--- src/rtl/welcome_pkg.sv ---
// rtl/welcome_pkg.sv - shared sizes, colour type and blink states for the welcome text renderer
package welcome_pkg;

  localparam int TEXT_W = 224;
  localparam int TEXT_H = 32;

  typedef logic [11:0] rgb444_t;

  localparam rgb444_t FG_DEFAULT     = 12'hFFF;
  localparam rgb444_t BG_DEFAULT     = 12'h000;
  localparam rgb444_t BORDER_DEFAULT = 12'hF00;

  typedef enum logic [1:0] {
    S_OFF,
    S_ON,
    S_HIDE
  } blink_state_t;

endpackage

--- src/rtl/welcome_blink_fsm.sv ---
// rtl/welcome_blink_fsm.sv - frame-synchronous show/hide/blink state machine
// WELCOME_BORDER_EN adds the active output (any state other than S_OFF).
module welcome_blink_fsm
  import welcome_pkg::*;
#(
  parameter int BLINK_FRAMES = 30
) (
  input  logic clk,
  input  logic rst_n,
  input  logic frame_tick,
  input  logic text_en,
  input  logic blink_en,
`ifdef WELCOME_BORDER_EN
  output logic active,
`endif
  output logic visible
);

  localparam int CW = (BLINK_FRAMES > 1) ? $clog2(BLINK_FRAMES) : 1;
  localparam logic [CW-1:0] LAST = CW'(BLINK_FRAMES - 1);

  blink_state_t state_q, state_d;
  logic [CW-1:0] cnt_q, cnt_d;

  always_ff @(posedge clk or negedge rst_n) begin
    if (!rst_n) begin
      state_q <= S_OFF;
      cnt_q   <= '0;
    end else begin
      state_q <= state_d;
      cnt_q   <= cnt_d;
    end
  end

  // Enables are only sampled on frame_tick so a change never tears a frame.
  always_comb begin
    state_d = state_q;
    cnt_d   = cnt_q;
    if (frame_tick) begin
      case (state_q)
        S_OFF: begin
          if (text_en) begin
            state_d = S_ON;
            cnt_d   = '0;
          end
        end
        S_ON: begin
          if (!text_en) begin
            state_d = S_OFF;
            cnt_d   = '0;
          end else if (blink_en && (cnt_q == LAST)) begin
            state_d = S_HIDE;
            cnt_d   = '0;
          end else if (blink_en) begin
            cnt_d = cnt_q + CW'(1);
          end else begin
            cnt_d = '0;
          end
        end
        S_HIDE: begin
          if (!text_en) begin
            state_d = S_OFF;
            cnt_d   = '0;
          end else if (!blink_en || (cnt_q == LAST)) begin
            state_d = S_ON;
            cnt_d   = '0;
          end else begin
            cnt_d = cnt_q + CW'(1);
          end
        end
        default: begin
          state_d = S_OFF;
          cnt_d   = '0;
        end
      endcase
    end
  end

  assign visible = (state_q == S_ON);
`ifdef WELCOME_BORDER_EN
  assign active  = (state_q != S_OFF);
`endif

endmodule

--- src/rtl/welcome_text_renderer.sv ---
// rtl/welcome_text_renderer.sv - draws the WELCOME bitmap ROM onto the VGA pixel stream, 2-cycle latency
// Define WELCOME_BORDER_EN to draw a 2-pixel BORDER_COLOR ring around the text box.
module welcome_text_renderer
  import welcome_pkg::*;
#(
  parameter int      X0           = 208,
  parameter int      Y0           = 224,
  parameter int      SCALE_LOG2   = 0,
  parameter int      BLINK_FRAMES = 30,
  parameter rgb444_t FG_COLOR     = FG_DEFAULT,
  parameter rgb444_t BG_COLOR     = BG_DEFAULT
`ifdef WELCOME_BORDER_EN
  ,
  parameter rgb444_t BORDER_COLOR = BORDER_DEFAULT
`endif
) (
  input  logic              clk,
  input  logic              rst_n,
  input  logic [9:0]        pixel_x,
  input  logic [9:0]        pixel_y,
  input  logic              video_on,
  input  logic              hsync_in,
  input  logic              vsync_in,
  input  logic              frame_tick,
  input  logic              text_en,
  input  logic              blink_en,
  output logic [4:0]        drom_addr_num,
  input  logic [TEXT_W-1:0] drom_data_num,
  output logic [11:0]       rgb,
  output logic              hsync_out,
  output logic              vsync_out,
  output logic              text_pixel
);

  localparam logic [10:0] BOX_W = 11'(TEXT_W << SCALE_LOG2);
  localparam logic [10:0] BOX_H = 11'(TEXT_H << SCALE_LOG2);

  logic visible;
`ifdef WELCOME_BORDER_EN
  logic active;
`endif

  welcome_blink_fsm #(
    .BLINK_FRAMES(BLINK_FRAMES)
  ) u_blink_fsm (
    .clk       (clk),
    .rst_n     (rst_n),
    .frame_tick(frame_tick),
    .text_en   (text_en),
    .blink_en  (blink_en),
`ifdef WELCOME_BORDER_EN
    .active    (active),
`endif
    .visible   (visible)
  );

  // Relative coordinates are 11-bit two's complement; bit 10 set means left of / above the box.
  logic [10:0] rel_x, rel_y;
  logic        in_box_d;
  logic [4:0]  row_d;
  logic [7:0]  col_d;

  assign rel_x    = {1'b0, pixel_x} - 11'(X0);
  assign rel_y    = {1'b0, pixel_y} - 11'(Y0);
  assign in_box_d = !rel_x[10] && !rel_y[10] && (rel_x < BOX_W) && (rel_y < BOX_H);
  assign row_d    = 5'(rel_y >> SCALE_LOG2);
  assign col_d    = in_box_d ? 8'(rel_x >> SCALE_LOG2) : 8'd0;

`ifdef WELCOME_BORDER_EN
  logic ext_x, ext_y, ring_d, ring_q;
  assign ext_x  = (rel_x == 11'h7FE) || (rel_x == 11'h7FF) || (!rel_x[10] && (rel_x < BOX_W + 11'd2));
  assign ext_y  = (rel_y == 11'h7FE) || (rel_y == 11'h7FF) || (!rel_y[10] && (rel_y < BOX_H + 11'd2));
  assign ring_d = ext_x && ext_y && !in_box_d;
`endif

  logic [4:0] row_q;
  logic [7:0] col_q;
  logic       in_box_q, video_on_q, hsync_q, vsync_q;

  always_ff @(posedge clk or negedge rst_n) begin
    if (!rst_n) begin
      row_q      <= '0;
      col_q      <= '0;
      in_box_q   <= 1'b0;
      video_on_q <= 1'b0;
      hsync_q    <= 1'b1;
      vsync_q    <= 1'b1;
`ifdef WELCOME_BORDER_EN
      ring_q     <= 1'b0;
`endif
    end else begin
      row_q      <= row_d;
      col_q      <= col_d;
      in_box_q   <= in_box_d;
      video_on_q <= video_on;
      hsync_q    <= hsync_in;
      vsync_q    <= vsync_in;
`ifdef WELCOME_BORDER_EN
      ring_q     <= ring_d;
`endif
    end
  end

  assign drom_addr_num = row_q;

  logic    text_pixel_d;
  rgb444_t rgb_d;

  always_comb begin
    text_pixel_d = in_box_q & visible & drom_data_num[col_q];
    rgb_d        = BG_COLOR;
    if (!video_on_q) begin
      rgb_d = '0;
`ifdef WELCOME_BORDER_EN
    end else if (ring_q && active) begin
      rgb_d = BORDER_COLOR;
`endif
    end else if (text_pixel_d) begin
      rgb_d = FG_COLOR;
    end
  end

  logic [11:0] rgb_q;
  logic        text_pixel_q, hsync2_q, vsync2_q;

  always_ff @(posedge clk or negedge rst_n) begin
    if (!rst_n) begin
      rgb_q        <= '0;
      text_pixel_q <= 1'b0;
      hsync2_q     <= 1'b1;
      vsync2_q     <= 1'b1;
    end else begin
      rgb_q        <= rgb_d;
      text_pixel_q <= text_pixel_d;
      hsync2_q     <= hsync_q;
      vsync2_q     <= vsync_q;
    end
  end

  assign rgb        = rgb_q;
  assign text_pixel = text_pixel_q;
  assign hsync_out  = hsync2_q;
  assign vsync_out  = vsync2_q;

endmodule

--- config.mk ---
export PLATFORM = sky130hd
export DESIGN_NAME = welcome_text_renderer
export DESIGN_NICKNAME = d
export VERILOG_FILES = /design/src/rtl/welcome_pkg.sv /design/src/rtl/welcome_blink_fsm.sv /design/src/rtl/welcome_text_renderer.sv
export SDC_FILE = /design/constraint.sdc
export NUM_CORES = 1
export LEC_CHECK = 0
export ABC_AREA = 1
export CAP_MARGIN = 20
export CORE_ASPECT_RATIO = 0.7
export CORE_MARGIN = 4
export CORE_UTILIZATION = 38
export CTS_BUF_LIST = sky130_fd_sc_hd__clkbuf_2
export CTS_CLUSTER_DIAMETER = 30
export CTS_CLUSTER_SIZE = 40
export DETAILED_ROUTE_END_ITERATION = 8
export HOLD_SLACK_MARGIN = 0.02
export PLACE_DENSITY = 0.95
export SLEW_MARGIN = 20
export SYNTH_ARGS = -nofsm -noshare
export SYNTH_HDL_FRONTEND = slang
export SYNTH_SLANG_ARGS = --single-unit
export TNS_END_PERCENT = 30
--- constraint.sdc ---
create_clock -name clk -period 2.6 [get_ports clk]
set_clock_uncertainty 0.05 [all_clocks]
set_input_delay 0.26 -clock clk [delete_from_list [all_inputs] [get_ports clk]]
set_output_delay 0.26 -clock clk [all_outputs]
set_load 0.01 [all_outputs]
==> run metrics <==
setup TNS after final layout 0 ns; Iter 0 DRT Violations 484; first-pass GRT wire length 23280 um; Clock transition at path regs 0.25 ns; share of layout cells above drive strength 1 3.044%; H-tree levels 1; design area 0.006287 sq mm; hold_buf cts 0; Synth Area in Adders 2.429%; Final Slew Violations 0; largest family of logic cells by synthesized area simple AND/OR/NAND/NOR gates; Yosys cell types 29; post-synthesis xor/xnor area fraction 0.4858%; compound-cell area share of the yosys netlist 2.602%; Hold Crit Class in2async; power density cells 223.5 mW/mm^2; most frequent cells in the layout nand2_1, clkdlybuf4s50_1, nand3_1; Area growth, synth to finish 74.36%; crit path cell chain inv_4 > buf_12 > nand2_1 > nand3_1 > nand3_1 > nand2_1 > nand2_1 > nand3_1 > nand3_1 > nand2_1 > nand2_1 > a21oi_1 > nand2_1 > nor2_2; Seq/Total Area, Yosys 19.57%; #FFs+latches synth 28; placed cells 1007; Via density 5.032; CTS Sinks 28; Async SR Flop Fraction 100.0%; Synth Flop Type dfrtp_1; CP delay by family, top simple AND/OR/NAND/NOR gates; CTS tree done; Placed Area 0.006242 sq mm; Synth Instances 656; Worst Tran Pin Value 0.6399 ns; most common cell after layout, fill and taps aside nand2_1; Clock Latency Late Sink 0.36 ns; number of antenna violations at the first check in global routing 0; number of CTS-inserted buffers 3; Critical path buffers and inverters 2; WP data required 2.86 ns; IO Port Bufs 271; Die H 89.50 um; Final Hold Viols 0; die footprint 0.01114 sq mm; fin crit period 2.162 ns; Avg WL per Cell 15.15 um; RSZ-0062 raised after global routing no; Critical Path Source Type flip-flop; mux cell area share after synthesis 0%; Worst path most repeated cell nand2_1; maximum VDD drop 0.0004742 V; grt ovf 0; crit share post-route 83.17%; Initial Util 39.44%; Row Count 29; IO Pins 272; Core Area 0.009144 sq mm; clk buf depth 2; slowest cell delay on critical path 0.56 ns; Finished Layout Cells 1011; critical path peak fanout 36; Post-CTS Repair Setup Buffers 0; Placer Congestion 0.9330; Leak Pwr 0.002833 uW; Arr. time, crit path 2.43 ns; residual DRC count 0; max_slew headroom 57.21%; post-synthesis net count 915; Setup CP Type reg2reg; post_cts resized 0; final wirelength 15320 um; ANT nets after route 0; post-synthesis cell area 0.003606 sq mm; vias 5087; syn_area_per_cell 5.497 sq um; number of synthesized flops with an enable pin 0; status complete, no violations; 1st-pass router iterations 5; largest net degree at the start of global routing 87; CP max stage cell dfrtp_4; Chip Width 124.4 um; FMAX 462.5 MHz; Detailed Place HPWL 12220 um; final setup fails 0; antenna cells 0; Yosys warnings 0; simple-gate share of the synthesized area 61.38%; gr usage total 25.38%; clock root cell clkbuf_2; fin nets 1147; crit path capture type flip-flop; vias in the first global route 4616; total of max-cap violations 0
## synth_stat cells (2+ instances only)
library cell	count	area (sq um)
nand2_1	297	1115
nand3_1	197	986.0
inv_1	27	101.4
buf_2	25	125.1
dfrtp_1	24	600.6
buf_4	18	135.1
nor2_1	15	56.30
buf_6	9	101.4
ha_1	7	87.58
a21oi_1	6	30.03
dfstp_2	4	105.1
nand4_1	3	18.77
o21ai_0	3	15.01
a31oi_1	2	12.51
buf_1	2	7.510
clkbuf_1	2	7.510
o31ai_1	2	15.01
xor2_1	2	17.52
## power breakdown
part / total (uW) / internal (uW) / switching [uW]
registers: 487 / 463 / 23.9
logic: 661 / 440 / 222
clock network: 257 / 132 / 125
## layer usage
metal  wire length (um)  global-route usage (%)  vias to the layer above
li1                   -                       -                     2581
met1               6404                   32.91                     2234
met2               7409                   44.95                      256
met3               1328                   5.731                       16
met4                174                   3.582                        0
met5                  0                       0                        -
## flip-flops by register name (all words and copies together), names as in the netlist
| register | cells |
|---|---|
| video_on_q | 1 |
| u_blink_fsm.cnt_q | 5 |
| vsync_out | 1 |
| hsync_out | 1 |
| rgb | 1 |
| in_box_q | 1 |
| col_q | 8 |
| text_pixel | 1 |
| u_blink_fsm.state_q | 2 |
| vsync_q | 1 |
| drom_addr_num | 5 |
| hsync_q | 1 |
## kinds of logic after synthesis
group,after synthesis
compound gates,16
simple gates,518
flops,28
buf+inv,85
xor+xnor,2
fa+ha+maj,7
## stage by stage
step	hold slack, ns	util [%]	total power, uW	worst slack (ns)
finish	0.1958	68.76	1405	0.4376
detailed placement	0.3016	68.27	1152	0.3865
global route	0.1666	68.76	1506	0.2213
CTS	0.2023	68.76	1414	0.4427
floorplan	-0.08559	-	701.0	0.9715
global placement	0.2964	68.27	1141	0.4995
## worst paths after layout
check / start / endpoint / slack (ns) / cells after the start
hold / removal: rst_n / u_blink_fsm.cnt_q[3] / 0.20 / 1
min in group clk: vsync_in / vsync_q / 0.22 / 1
hold reg to reg: hsync_q / hsync_out / 0.32 / 0
max in group asynchronous: rst_n / hsync_q / 1.65 / 2
setup / recovery: col_q[0] / rgb[10] / 0.44 / 14
setup reg to reg: col_q[0] / rgb[10] / 0.44 / 14
## worst register-to-register path, delay by kind of cell, from the launching register on
kind / cells / cell delay [ns]
AOI/OAI and AO/OA: 1 / 0.11
buffers and inverters: 2 / 0.54
DFF: 1 / 0.56
and+or+nand+nor: 11 / 0.86
## final cells by class
type                    instances  area [sq um]
multi-input cells             543          2412
well taps                     124         155.1
clock inverters                 1         30.03
flip-flops and latches         28         710.7
fillers                       773          2856
repair buffers                283          2853
clock buffers                   3         15.01
inverters                      29         111.4
(Power assumes the default switching activity.)
